==> src/rtl/multi_debounce.sv <==
// Multi-channel debouncer: per-channel 2-flop synchroniser, saturating up/down
// integrator and hysteretic level FSM, all stepped by a shared sample prescaler.
module multi_debounce #(
   parameter int CH_NUM   = 4,
   parameter int CNT_BW   = 4,
   parameter int CNT_MAX  = 11,
   parameter int ON_THR   = 9,
   parameter int OFF_THR  = 2,
   parameter int PRESCALE = 1,
   parameter int PRE_BW   = 16
) (
   input  logic              clk,
   input  logic              aclr,
   input  logic              reset,
   input  logic [CH_NUM-1:0] data,
   output logic [CH_NUM-1:0] level,
   output logic [CH_NUM-1:0] rise,
   output logic [CH_NUM-1:0] fall
);

   typedef enum logic {
      ST_LOW  = 1'b0,
      ST_HIGH = 1'b1
   } state_t;

   localparam logic [PRE_BW-1:0] PRE_ZERO = {PRE_BW{1'b0}};
   localparam logic [PRE_BW-1:0] PRE_ONE  = PRE_BW'(1);
   localparam logic [PRE_BW-1:0] PRE_LAST = PRE_BW'(PRESCALE - 1);
   localparam logic [CNT_BW-1:0] CNT_ZERO = {CNT_BW{1'b0}};
   localparam logic [CNT_BW-1:0] CNT_ONE  = CNT_BW'(1);
   localparam logic [CNT_BW-1:0] CNT_TOP  = CNT_BW'(CNT_MAX);
   localparam logic [CNT_BW-1:0] ON_LVL   = CNT_BW'(ON_THR);
   localparam logic [CNT_BW-1:0] OFF_LVL  = CNT_BW'(OFF_THR);
   localparam logic [CH_NUM-1:0] CH_ZERO  = {CH_NUM{1'b0}};

   logic [CH_NUM-1:0] sync0_r;
   logic [CH_NUM-1:0] sync1_r;
   logic [PRE_BW-1:0] pcnt_r;
   logic              tick_s;
   logic [CNT_BW-1:0] cnt_r       [CH_NUM];
   logic [CNT_BW-1:0] cnt_nxt_s   [CH_NUM];
   state_t            state_r     [CH_NUM];
   state_t            state_nxt_s [CH_NUM];

   // With PRESCALE=1 the counter never leaves zero, so tick stays high.
   assign tick_s = (pcnt_r == PRE_LAST);

   // Input synchroniser; only sync1_r is allowed to reach the integrators.
   always_ff @(posedge clk or posedge aclr) begin
      if (aclr) begin
         sync0_r <= CH_ZERO;
         sync1_r <= CH_ZERO;
      end else if (reset) begin
         sync0_r <= CH_ZERO;
         sync1_r <= CH_ZERO;
      end else begin
         sync0_r <= data;
         sync1_r <= sync0_r;
      end
   end

   // Shared sample-rate prescaler.
   always_ff @(posedge clk or posedge aclr) begin
      if (aclr) begin
         pcnt_r <= PRE_ZERO;
      end else if (reset) begin
         pcnt_r <= PRE_ZERO;
      end else if (tick_s) begin
         pcnt_r <= PRE_ZERO;
      end else begin
         pcnt_r <= pcnt_r + PRE_ONE;
      end
   end

   // Integrator next value: saturating step toward the synchronised input.
   always_comb begin
      for (int n = 0; n < CH_NUM; n++) begin
         cnt_nxt_s[n] = cnt_r[n];
         if (tick_s && sync1_r[n] && (cnt_r[n] < CNT_TOP)) begin
            cnt_nxt_s[n] = cnt_r[n] + CNT_ONE;
         end else if (tick_s && !sync1_r[n] && (cnt_r[n] > CNT_ZERO)) begin
            cnt_nxt_s[n] = cnt_r[n] - CNT_ONE;
         end else begin
            cnt_nxt_s[n] = cnt_r[n];
         end
      end
   end

   // Level FSM next state; the band between thresholds holds the state.
   always_comb begin
      for (int n = 0; n < CH_NUM; n++) begin
         state_nxt_s[n] = state_r[n];
         case (state_r[n])
            ST_LOW: begin
               if (cnt_r[n] >= ON_LVL) begin
                  state_nxt_s[n] = ST_HIGH;
               end else begin
                  state_nxt_s[n] = ST_LOW;
               end
            end
            ST_HIGH: begin
               if (cnt_r[n] <= OFF_LVL) begin
                  state_nxt_s[n] = ST_LOW;
               end else begin
                  state_nxt_s[n] = ST_HIGH;
               end
            end
            default: state_nxt_s[n] = ST_LOW;
         endcase
      end
   end

   // Integrator, level state and edge strobes; strobes mark the first cycle of a new level.
   always_ff @(posedge clk or posedge aclr) begin
      if (aclr) begin
         for (int n = 0; n < CH_NUM; n++) begin
            cnt_r[n]   <= CNT_ZERO;
            state_r[n] <= ST_LOW;
         end
         rise <= CH_ZERO;
         fall <= CH_ZERO;
      end else if (reset) begin
         for (int n = 0; n < CH_NUM; n++) begin
            cnt_r[n]   <= CNT_ZERO;
            state_r[n] <= ST_LOW;
         end
         rise <= CH_ZERO;
         fall <= CH_ZERO;
      end else begin
         for (int n = 0; n < CH_NUM; n++) begin
            cnt_r[n]   <= cnt_nxt_s[n];
            state_r[n] <= state_nxt_s[n];
            rise[n]    <= (state_r[n] == ST_LOW)  && (state_nxt_s[n] == ST_HIGH);
            fall[n]    <= (state_r[n] == ST_HIGH) && (state_nxt_s[n] == ST_LOW);
         end
      end
   end

   // The level output is a direct view of the state flops.
   always_comb begin
      level = CH_ZERO;
      for (int n = 0; n < CH_NUM; n++) begin
         level[n] = (state_r[n] == ST_HIGH);
      end
   end

endmodule

==> config.mk <==
export PLATFORM = sky130hd
export DESIGN_NAME = multi_debounce
export DESIGN_NICKNAME = d
export VERILOG_FILES = /design/src/rtl/multi_debounce.sv
export SDC_FILE = /design/constraint.sdc
export NUM_CORES = 1
export LEC_CHECK = 0
export ABC_AREA = 1
export BUFFER_PORTS_ARGS = -buffer_cell sky130_fd_sc_hd__buf_2
export CAP_MARGIN = 10
export CORE_UTILIZATION = 55
export CTS_CLUSTER_SIZE = 10
export DETAILED_ROUTE_END_ITERATION = 12
export PLACE_DENSITY = 0.78
export SLEW_MARGIN = 20
export SYNTH_ARGS = -nofsm -noshare
export SYNTH_HDL_FRONTEND = slang
export SYNTH_SLANG_ARGS = --single-unit
==> constraint.sdc <==
create_clock -name clk -period 2 [get_ports clk]
set_input_delay 0.4 -clock clk [delete_from_list [all_inputs] [get_ports clk]]
set_output_delay 0.4 -clock clk [all_outputs]
set_load 0.1 [all_outputs]
==> results of run 1 <==
==> worst min-delay path by stage <==
stage,startpoint,end,slack [ns],cells after the start
after floorplan,sync0_r[0],sync1_r[0],0.43,2
after global placement,sync0_r[2],sync1_r[2],0.45,2
after detailed placement,sync0_r[0],sync1_r[0],0.45,2
after CTS,aclr,level[0],0.13,3
after global routing,aclr,level[0],0.15,3
final,aclr,level[0],0.12,3
==> Yosys cell counts, types with 4 or more instances <==
cell                      number  area [sq um]
sky130_fd_sc_hd__xor2_1       10          87.6
sky130_fd_sc_hd__nand2_1      99           372
sky130_fd_sc_hd__a21oi_1      12          60.1
sky130_fd_sc_hd__nor2_1       51           191
sky130_fd_sc_hd__nand2_2       4          25.0
sky130_fd_sc_hd__inv_1        61           229
sky130_fd_sc_hd__nand3_1      30           150
sky130_fd_sc_hd__fa_1          4          80.1
sky130_fd_sc_hd__ha_1         10           125
sky130_fd_sc_hd__o21ai_1       9          45.0
sky130_fd_sc_hd__dfrtp_1      52          1300
sky130_fd_sc_hd__nor3_1       12          60.1
sky130_fd_sc_hd__nor2_4        6          67.6
sky130_fd_sc_hd__nand3_2       4          40.0
==> power breakdown <==
part | internal [mW] | switching, mW | total, mW
logic | 0.758 | 1.28 | 2.03
registers | 1.23 | 0.196 | 1.43
clock network | 0.277 | 0.350 | 0.627
==> layer usage <==
metal,vias up,routed length [um]
li1,1327,-
met1,1246,2940
met2,56,3160
met3,12,223
met4,0,125
met5,-,0
==> critical path, delay by kind of cell (launching register included) <==
kind	cells	cell delay, ns
adders and majority gates	2	0.39
buffers and inverters	4	0.21
AOI/OAI and AO/OA	1	0.15
DFF	1	0.38
and+or+nand+nor	11	1.01
==> per-stage QoR <==
| step | hold WS [ns] | instance area (sq um) | instances |
|---|---|---|---|
| floorplan | 0.434 | 3120 | 387 |
| global placement | 0.446 | 3530 | 505 |
| detailed placement | 0.448 | 3530 | 505 |
| CTS | 0.134 | 3690 | 518 |
| global route | 0.154 | 3770 | 522 |
| finish | 0.123 | 3770 | 522 |
==> logic make-up after synthesis <==
kind of cell             synth area share
flip-flops                          0.428
adder cells (fa/ha/maj)            0.0675
buffers and inverters              0.0880
AO/OA/AOI/OAI                      0.0490
AND/OR/NAND/NOR                     0.339
XOR/XNOR                           0.0288
==> layout make-up <==
| cell class | instances | area [sq um] |
|---|---|---|
| Tap cell | 70 | 87.6 |
| Sequential cell | 52 | 1300 |
| Multi-Input combinational cell | 268 | 1610 |
| Timing Repair Buffer | 61 | 444 |
| Clock buffer | 6 | 82.6 |
| Clock inverter | 2 | 10.0 |
| Inverter | 63 | 239 |
| Fill cell | 398 | 1440 |
==> sequential cells by signal, indices dropped and copies added, names as in the netlist <==
name	cells
cnt_r	16
pcnt_r	16
fall	4
level	4
rise	4
sync0_r	4
sync1_r	4
==> cell usage in the layout, fill, tap and decap left out, types with 2 or more instances in the layout <==
cell type	netlist	routed
sky130_fd_sc_hd__inv_2	2	8
sky130_fd_sc_hd__nand2_2	4	8
sky130_fd_sc_hd__xor2_1	10	9
sky130_fd_sc_hd__nand3_2	4	8
sky130_fd_sc_hd__nor2_1	51	50
sky130_fd_sc_hd__nor2_4	6	6
sky130_fd_sc_hd__nor2_2	2	3
sky130_fd_sc_hd__nand3_1	30	26
sky130_fd_sc_hd__ha_1	10	3
sky130_fd_sc_hd__a21oi_1	12	8
sky130_fd_sc_hd__buf_4	0	37
sky130_fd_sc_hd__nand2_1	99	95
sky130_fd_sc_hd__clkinv_2	0	2
sky130_fd_sc_hd__nand2_4	3	3
sky130_fd_sc_hd__dfrtp_1	52	52
sky130_fd_sc_hd__clkbuf_8	0	6
sky130_fd_sc_hd__o21ai_1	9	9
sky130_fd_sc_hd__inv_1	61	54
sky130_fd_sc_hd__ha_4	0	6
sky130_fd_sc_hd__buf_2	0	18
sky130_fd_sc_hd__fa_1	4	4
sky130_fd_sc_hd__a21oi_2	0	4
sky130_fd_sc_hd__nor3b_1	2	2
sky130_fd_sc_hd__buf_6	0	5
sky130_fd_sc_hd__nor3_1	12	12
==> repair_timing <==
action	in CTS	in global routing
resized for setup	5	14
pin swaps	12	15
buffers inserted	5	4
endpoints found under the setup margin	9	12
==> results.cfg, run 1 <==
[sta]
hold_viol_final = 0
max_clock_freq_mhz = 449
timing_max_transition_violations_final = 0
tns_ns = -1.24
period_minus_slack_ns = 2.23
setup_viol = 9
finalClockSkew_ns = 0.0107
relSlewSlack = 0.671
grt_setup_unrepaired = true
fin_crit_sh = 1.11
setup_slack_ns = -0.227
timing_worst_slew_pin_value_ns = 0.497

[floorplanning]
die_w_um = 76.4
die-height_um = 76.4
top_level_ports = 19
floorplan.rows = 26
core_region_area_sq_um = 5200
start_util = 0.584
floorplan.die_area_sq_um = 5830

[synthesis]
yosys_warnings = 0
syn-num-nets = 408
synth_top_flop_cell = sky130_fd_sc_hd__dfrtp_1
postSynthRegisterBits = 52
synth_enable_flop_cells = 0
synth.avg_cell_area_sq_um = 7.86
ys_seq_area_frac = 0.428
synthesis.instances = 387
share_of_flip_flops_with_an_asynchronous_set_or_reset_after_synthesis = 1.00
synth_area_sq_um = 3040
yosys.cell_types.count = 30

[worst_setup_path]
setup.worst_path.class = reg2reg
regToRegSetupSlack_ns = -0.23
worst_path_largest_cell_delay_ns = 0.38
worstPathRequired_ns = 2.21
worstSetupEndpoint = cnt_r[11]
worst_setup_path_end_kind = register
critical_path.startpoint = pcnt_r[1]
cp_slowest_cell = sky130_fd_sc_hd__dfrtp_1
critical_path.max_fanout = 5
timing.rr.end = cnt_r[11]
cell_by_cell_listing_of_the_critical_path = inv_1, ha_2, inv_2, nor2_2, nand2_2, nor2_4, nand2_8, nor2_4, inv_2, ha_4, a21oi_2, nand3_1, nand2_2, inv_2, nand2_2, nand2_2, nand2_1, nand2_1
r2r-start = pcnt_r[1]
startpoint_type = register
worst-endpoint-arrival_ns = 2.44
worstRegToRegCells = 18
timing.critical_path.mode_cell = sky130_fd_sc_hd__nand2_2

[run]
timing.max_cap.violations = 0

[clocking]
depth_of_the_cts_h_tree = 2
cts-hold-fix-buffers = 0
cts.path.max_buffers = 2
clock_pin_slew_of_the_registers_on_the_worst_case_setup_and_hold_paths_ns = 0.10
clock_latency_ns = 0.31
cts_buffers = 5
cts_root_buf = sky130_fd_sc_hd__clkbuf_8
tritoncts_num_sinks = 52
clock_tree_from_tritoncts = built

[placement]
dp.final_hpwl_um = 4640
pre_cts_ws_ns = -0.198
gp_routability_congestion = 0.895
port_buffers = 18

[global_routing]
globalRouteOverflowTotal = 0
antenna_violations_before_repair = 0
globalRouteTotalUtil = 0.242
pin_count_of_the_biggest_net_entering_global_routing = 53
busiest_layer = met2
grt_pass1_wl_um = 11400
gr-usage-met2 = 0.410
via_count_of_the_first_global_routing_pass = 2590
groute.layer.met1.usage = 0.317
groute.layer.met3.usage = 0.0383

[layout]
area_delta_synth_final_pct = 23.9
fin_util = 0.724
insertedDiodeCount = 0
num-nets-final = 472
drive_gt1_frac = 0.272

[power_and_ir_drop]
power_leakage_nw = 1.92
p_total_mw = 4.09
peakVddDrop_v = 0.000675
powerDensity_nw_per_um2 = 1090

[hold_path]
worstHoldPathType = in2async

[detailed_routing]
routedWlPerCell_um = 12.3
detail_route.drc_violations = 0
wl_um = 6450
postRouteAntennaNets = 0
detail_route.first_pass.iterations = 4
viasPerCell = 5.06
dr_total_vias = 2641
detail_route.iter0.violations = 129

[run_status]
violations = negative setup slack
run_status = finished, violations left
No activity file was read; power rests on OpenSTA's default activity.
==> run 2, diff against run 1 <==
PLACE_DENSITY = 0.76   (was 0.78)
==> results.cfg, run 2 (synthesized netlist as in run 1, its figures left out) <==
[sta]
hold_slack_ns = 0.113
finalClockSkew_ns = 0.00322
grt_setup_unrepaired = true
relSlewSlack = 0.644
fin_crit_sh = 1.12
timing_worst_slew_pin_value_ns = 0.533
setup_slack_ns = -0.241
timing_max_transition_violations_final = 0
period_minus_slack_ns = 2.24
max_clock_freq_mhz = 446
hold_viol_final = 0
tns_ns = -1.14
setup_viol = 8

[worst_setup_path]
worstRegToRegCells = 19
worstSetupEndpoint = cnt_r[11]
setup.worst_path.class = reg2reg
startpoint_type = register
r2r-start = pcnt_r[0]
worst_setup_path_end_kind = register
worstPathRequired_ns = 2.22
worst-endpoint-arrival_ns = 2.46
timing.rr.end = cnt_r[11]
worst_path_largest_cell_delay_ns = 0.39
critical_path.max_fanout = 5
cell_by_cell_listing_of_the_critical_path = inv_1, ha_2, inv_2, nor2_4, nand2_2, nor2_4, nand2_8, nor2_4, inv_2, ha_4, nand3_2, nand2_1, nand2_1, nand2_2, inv_2, nand2_1, nand2_1, nand2_1, nand2_1
critical_path.startpoint = pcnt_r[0]
cp_slowest_cell = sky130_fd_sc_hd__dfrtp_1
timing.critical_path.mode_cell = sky130_fd_sc_hd__nand2_1
regToRegSetupSlack_ns = -0.24

[detailed_routing]
detail_route.first_pass.iterations = 4
postRouteAntennaNets = 0
dr_total_vias = 2663
wl_um = 6770
detail_route.drc_violations = 0
routedWlPerCell_um = 13.1
viasPerCell = 5.15
detail_route.iter0.violations = 141

[global_routing]
grt_pass1_wl_um = 11400
pin_count_of_the_biggest_net_entering_global_routing = 30
antenna_violations_before_repair = 0
globalRouteOverflowTotal = 0
via_count_of_the_first_global_routing_pass = 2520
globalRouteTotalUtil = 0.246

[clocking]
cts_buffers = 5
cts.path.max_buffers = 2
cts-hold-fix-buffers = 0
clock_tree_from_tritoncts = built
cts_root_buf = sky130_fd_sc_hd__clkbuf_8
tritoncts_num_sinks = 52
depth_of_the_cts_h_tree = 2
clock_latency_ns = 0.31
clock_pin_slew_of_the_registers_on_the_worst_case_setup_and_hold_paths_ns = 0.09

[floorplanning]
die_w_um = 76.4
top_level_ports = 19
floorplan.die_area_sq_um = 5830
die-height_um = 76.4
core_region_area_sq_um = 5200
floorplan.rows = 26
start_util = 0.584

[hold_path]
worstHoldPathType = in2async

[layout]
insertedDiodeCount = 0
layout.cells.most_common = sky130_fd_sc_hd__nand2_1
top_regs = cnt_r: 16 flops, pcnt_r: 16 flops
final_cell_mix = sky130_fd_sc_hd__nand2_1 (96), sky130_fd_sc_hd__inv_1 (53), sky130_fd_sc_hd__dfrtp_1 (52)
drive_gt1_frac = 0.266
area_delta_synth_final_pct = 24.8
num-nets-final = 467
postLayoutCellArea_sq_um = 3800

[run_status]
run_status = finished, violations left
violations = negative setup slack

[placement]
port_buffers = 18
dp.final_hpwl_um = 4710
gp_routability_congestion = 0.896
detailed_place.area_sq_um = 3520

[power_and_ir_drop]
powerDensity_nw_per_um2 = 1150
power_leakage_nw = 1.91
p_total_mw = 4.38
peakVddDrop_v = 0.000892

[run]
timing.max_cap.violations = 0
==> run 2: cell count changes in the layout (fill, tap and decap cells not counted), moves of 2 or more <==
cell	change
sky130_fd_sc_hd__buf_4	-6
sky130_fd_sc_hd__a21oi_4	+3
sky130_fd_sc_hd__clkinv_2	-2
sky130_fd_sc_hd__a21oi_2	-3
==> run 2: per-layer routing <==
| metal | GRT usage | part of all wire | vias up |
|---|---|---|---|
| li1 | - | - | 1319 |
| met1 | 0.327 | 0.45 | 1248 |
| met2 | 0.411 | 0.48 | 84 |
| met3 | 0.0419 | 0.051 | 12 |
| met4 | 0.0769 | 0.018 | 0 |
| met5 | 0 | 0 | - |
==> run 2: critical path, delay by kind of cell (launching register included) <==
family / cells / cell delay, ns
DFF: 1 / 0.39
adders and majority gates: 2 / 0.46
and+or+nand+nor: 13 / 1.07
buffers and inverters: 4 / 0.22
==> run 2: worst min-delay path by stage <==
stage | from | end | slack [ns] | depth (start not counted)
after detailed placement | sync0_r[2] | sync1_r[2] | 0.44 | 2
after floorplan | sync0_r[0] | sync1_r[0] | 0.43 | 2
after CTS | aclr | fall[1] | 0.13 | 2
after global routing | aclr | fall[1] | 0.16 | 2
final | aclr | fall[1] | 0.11 | 2
after global placement | sync0_r[2] | sync1_r[2] | 0.45 | 2
==> run 2: area by class of cell <==
class | instances | area, sq um
clock buffer | 7 | 96.3
inverter | 63 | 239
clock inverter | 1 | 30.0
timing repair buffer | 56 | 410
multi-input combinational | 268 | 1630
tap | 70 | 87.6
fill | 375 | 1410
sequential | 52 | 1300
==> run 2: power by group <==
part	switching, mW	internal, mW
registers	0.202	1.23
logic	1.34	0.797
clock network	0.361	0.442
total	1.90	2.47
==> run 2: what timing repair did <==
action | in CTS | in global routing
endpoints found under the setup margin | 6 | 12
pin swaps | 12 | 19
gates cloned | 0 | 0
resized for setup | 4 | 21
setup buffers | 2 | 4
==> run 2: through the flow <==
step / utilization / std cells / setup WS [ns]
after floorplan: - / 387 / -0.120
after global placement: 0.675 / 503 / -0.0910
after detailed placement: 0.675 / 503 / -0.189
after CTS: 0.709 / 513 / -0.139
after global routing: 0.730 / 517 / -0.384
final: 0.730 / 517 / -0.241
==> run 3, diff against run 2 <==
CORE_UTILIZATION = 50   (was 55)
PLACE_DENSITY = 0.7   (was 0.76)
==> results.cfg, run 3 (synthesized netlist as in run 1, its figures left out) <==
[run_status]
run_status = finished, violations left
violations = negative setup slack

[global_routing]
busiest_layer = met2
antenna_violations_before_repair = 0
globalRouteOverflowTotal = 0
grt_pass1_wl_um = 10800
via_count_of_the_first_global_routing_pass = 2479
pin_count_of_the_biggest_net_entering_global_routing = 36
groute.layer.met3.usage = 0.0389
globalRouteTotalUtil = 0.218
gr-usage-met2 = 0.365
groute.layer.met1.usage = 0.282

[placement]
dp.final_hpwl_um = 4780
port_buffers = 18
gp_routability_congestion = 0.863
detailed_place.area_sq_um = 3540

[sta]
period_minus_slack_ns = 2.22
max_clock_freq_mhz = 451
setup_viol = 9
hold_slack_ns = 0.0794
fin_crit_sh = 1.11
timing_worst_slew_pin_value_ns = 0.497
timing_max_transition_violations_final = 0
setup_slack_ns = -0.217
hold_viol_final = 0
finalClockSkew_ns = 0.00706
relSlewSlack = 0.671
grt_setup_unrepaired = true

[floorplanning]
die-height_um = 80.0
start_util = 0.517
floorplan.rows = 28
top_level_ports = 19
die_w_um = 80.0
core_region_area_sq_um = 5890
floorplan.die_area_sq_um = 6400

[layout]
top_regs = cnt_r: 16 flops, pcnt_r: 16 flops
layout.cells.most_common = sky130_fd_sc_hd__nand2_1
area_delta_synth_final_pct = 22.4
drive_gt1_frac = 0.256
final_cell_mix = sky130_fd_sc_hd__nand2_1 (96), sky130_fd_sc_hd__inv_1 (55), sky130_fd_sc_hd__dfrtp_1 (52)
num-nets-final = 469
postLayoutCellArea_sq_um = 3720
insertedDiodeCount = 0
fillCellCount = 516

[worst_setup_path]
setup.worst_path.class = reg2reg
critical_path.max_fanout = 5
startpoint_type = register
worst-endpoint-arrival_ns = 2.41
worstPathRequired_ns = 2.19
worst_setup_path_end_kind = register

[clocking]
cts_root_buf = sky130_fd_sc_hd__clkbuf_8
depth_of_the_cts_h_tree = 2
cts.path.max_buffers = 2
clock_tree_from_tritoncts = built
clock_pin_slew_of_the_registers_on_the_worst_case_setup_and_hold_paths_ns = 0.09
cts_buffers = 5
clock_latency_ns = 0.30
tritoncts_num_sinks = 52
cts-hold-fix-buffers = 0

[detailed_routing]
postRouteAntennaNets = 0
detail_route.iter0.violations = 121
routedWlPerCell_um = 12.3
viasPerCell = 4.97
dr_total_vias = 2591
detail_route.drc_violations = 0
detail_route.first_pass.iterations = 4
wl_um = 6420

[power_and_ir_drop]
power_leakage_nw = 1.89
power_switching_mw = 1.82
peakVddDrop_v = 0.000714
share_clk_of_total_power = 0.135
comb_power_share = 0.515
powerDensity_nw_per_um2 = 1090
sw_frac_of_total = 0.449
power_report.internal_total_mw = 2.23
sequentialPowerShare = 0.350

[hold_path]
worstHoldPathType = in2async

[run]
timing.max_cap.violations = 0
run 3: cell count changes in the layout (fill, tap and decap cells not counted), moves of 2 or more:
| cell | delta |
|---|---|
| sky130_fd_sc_hd__inv_1 | +2 |
| sky130_fd_sc_hd__ha_1 | +2 |
| sky130_fd_sc_hd__buf_6 | -6 |
| sky130_fd_sc_hd__clkbuf_8 | -2 |
| sky130_fd_sc_hd__buf_4 | +8 |
| sky130_fd_sc_hd__nor2_1 | +2 |
run 3: cell type report:
cell class	count	area, sq um	share of cell area
Multi-Input combinational cell	268	1620	0.435
Sequential cell	52	1300	0.350
Timing Repair Buffer	58	403	0.108
Inverter	63	236	0.0635
Tap cell	75	93.8	0.0252
Clock buffer	5	68.8	0.0185
run 3: worst paths after layout:
path	startpoint	endpoint	cells after the start	slack [ns]
setup / recovery	pcnt_r[0]	cnt_r[3]	19	-0.22
hold / removal	aclr	cnt_r[2]	2	0.08
setup reg to reg	pcnt_r[0]	cnt_r[3]	19	-0.22
hold reg to reg	sync0_r[2]	sync1_r[2]	2	0.47
max in group asynchronous	aclr	rise[0]	3	1.40
min in group clk	data[0]	sync0_r[0]	3	0.29
run 3: power groups by stage:
| stage | clock network, mW | registers [mW] | logic (mW) |
|---|---|---|---|
| 2_1_floorplan | 0 | 1.79 | 1.09 |
| 3_3_place_gp | 0 | 1.42 | 1.84 |
| 3_5_place_dp | 0 | 1.43 | 1.92 |
| 4_1_cts | 0.565 | 1.41 | 1.95 |
| 5_1_grt | 0.604 | 1.44 | 2.33 |
| 6_report | 0.546 | 1.42 | 2.09 |
run 3: routing by layer:
layer,wire length [um],share of wire
met1,2980,0.46
met5,0,0
met4,138,0.021
met3,200,0.031
met2,3110,0.48
run 3: timing repair:
item	in CTS	in global routing
endpoints found under the hold margin	0	0
gates resized for setup	3	11
setup endpoints to repair	9	12
pin swaps	7	9
buffers inserted	4	1
run 3: worst max-delay path, stage by stage, from the launching register on:
cell	delay (ns)
sky130_fd_sc_hd__dfrtp_1	0.38
sky130_fd_sc_hd__inv_1	0.06
sky130_fd_sc_hd__ha_1	0.14
sky130_fd_sc_hd__inv_1	0.04
sky130_fd_sc_hd__nor2_1	0.07
sky130_fd_sc_hd__nand2_1	0.10
sky130_fd_sc_hd__nor2_4	0.19
sky130_fd_sc_hd__nand2_8	0.11
sky130_fd_sc_hd__nor2_4	0.13
sky130_fd_sc_hd__inv_2	0.07
sky130_fd_sc_hd__ha_4	0.30
sky130_fd_sc_hd__nand3_4	0.09
sky130_fd_sc_hd__nand2_2	0.06
sky130_fd_sc_hd__nand2_1	0.05
sky130_fd_sc_hd__nand2_2	0.07
sky130_fd_sc_hd__inv_1	0.04
sky130_fd_sc_hd__nand2_1	0.05
sky130_fd_sc_hd__nand2_1	0.05
sky130_fd_sc_hd__nand2_1	0.06
sky130_fd_sc_hd__nand2_1	0.05
run 3: stage by stage:
step	power, mW	std cells	TNS (ns)	util	worst slack [ns]
after floorplan	2.88	387	-0.449	-	-0.120
after global placement	3.26	511	-0.388	0.602	-0.126
after detailed placement	3.34	511	-0.622	0.602	-0.173
after CTS	3.92	520	-0.706	0.621	-0.146
after global routing	4.38	521	-2.50	0.632	-0.371
final	4.05	521	-0.888	0.632	-0.217
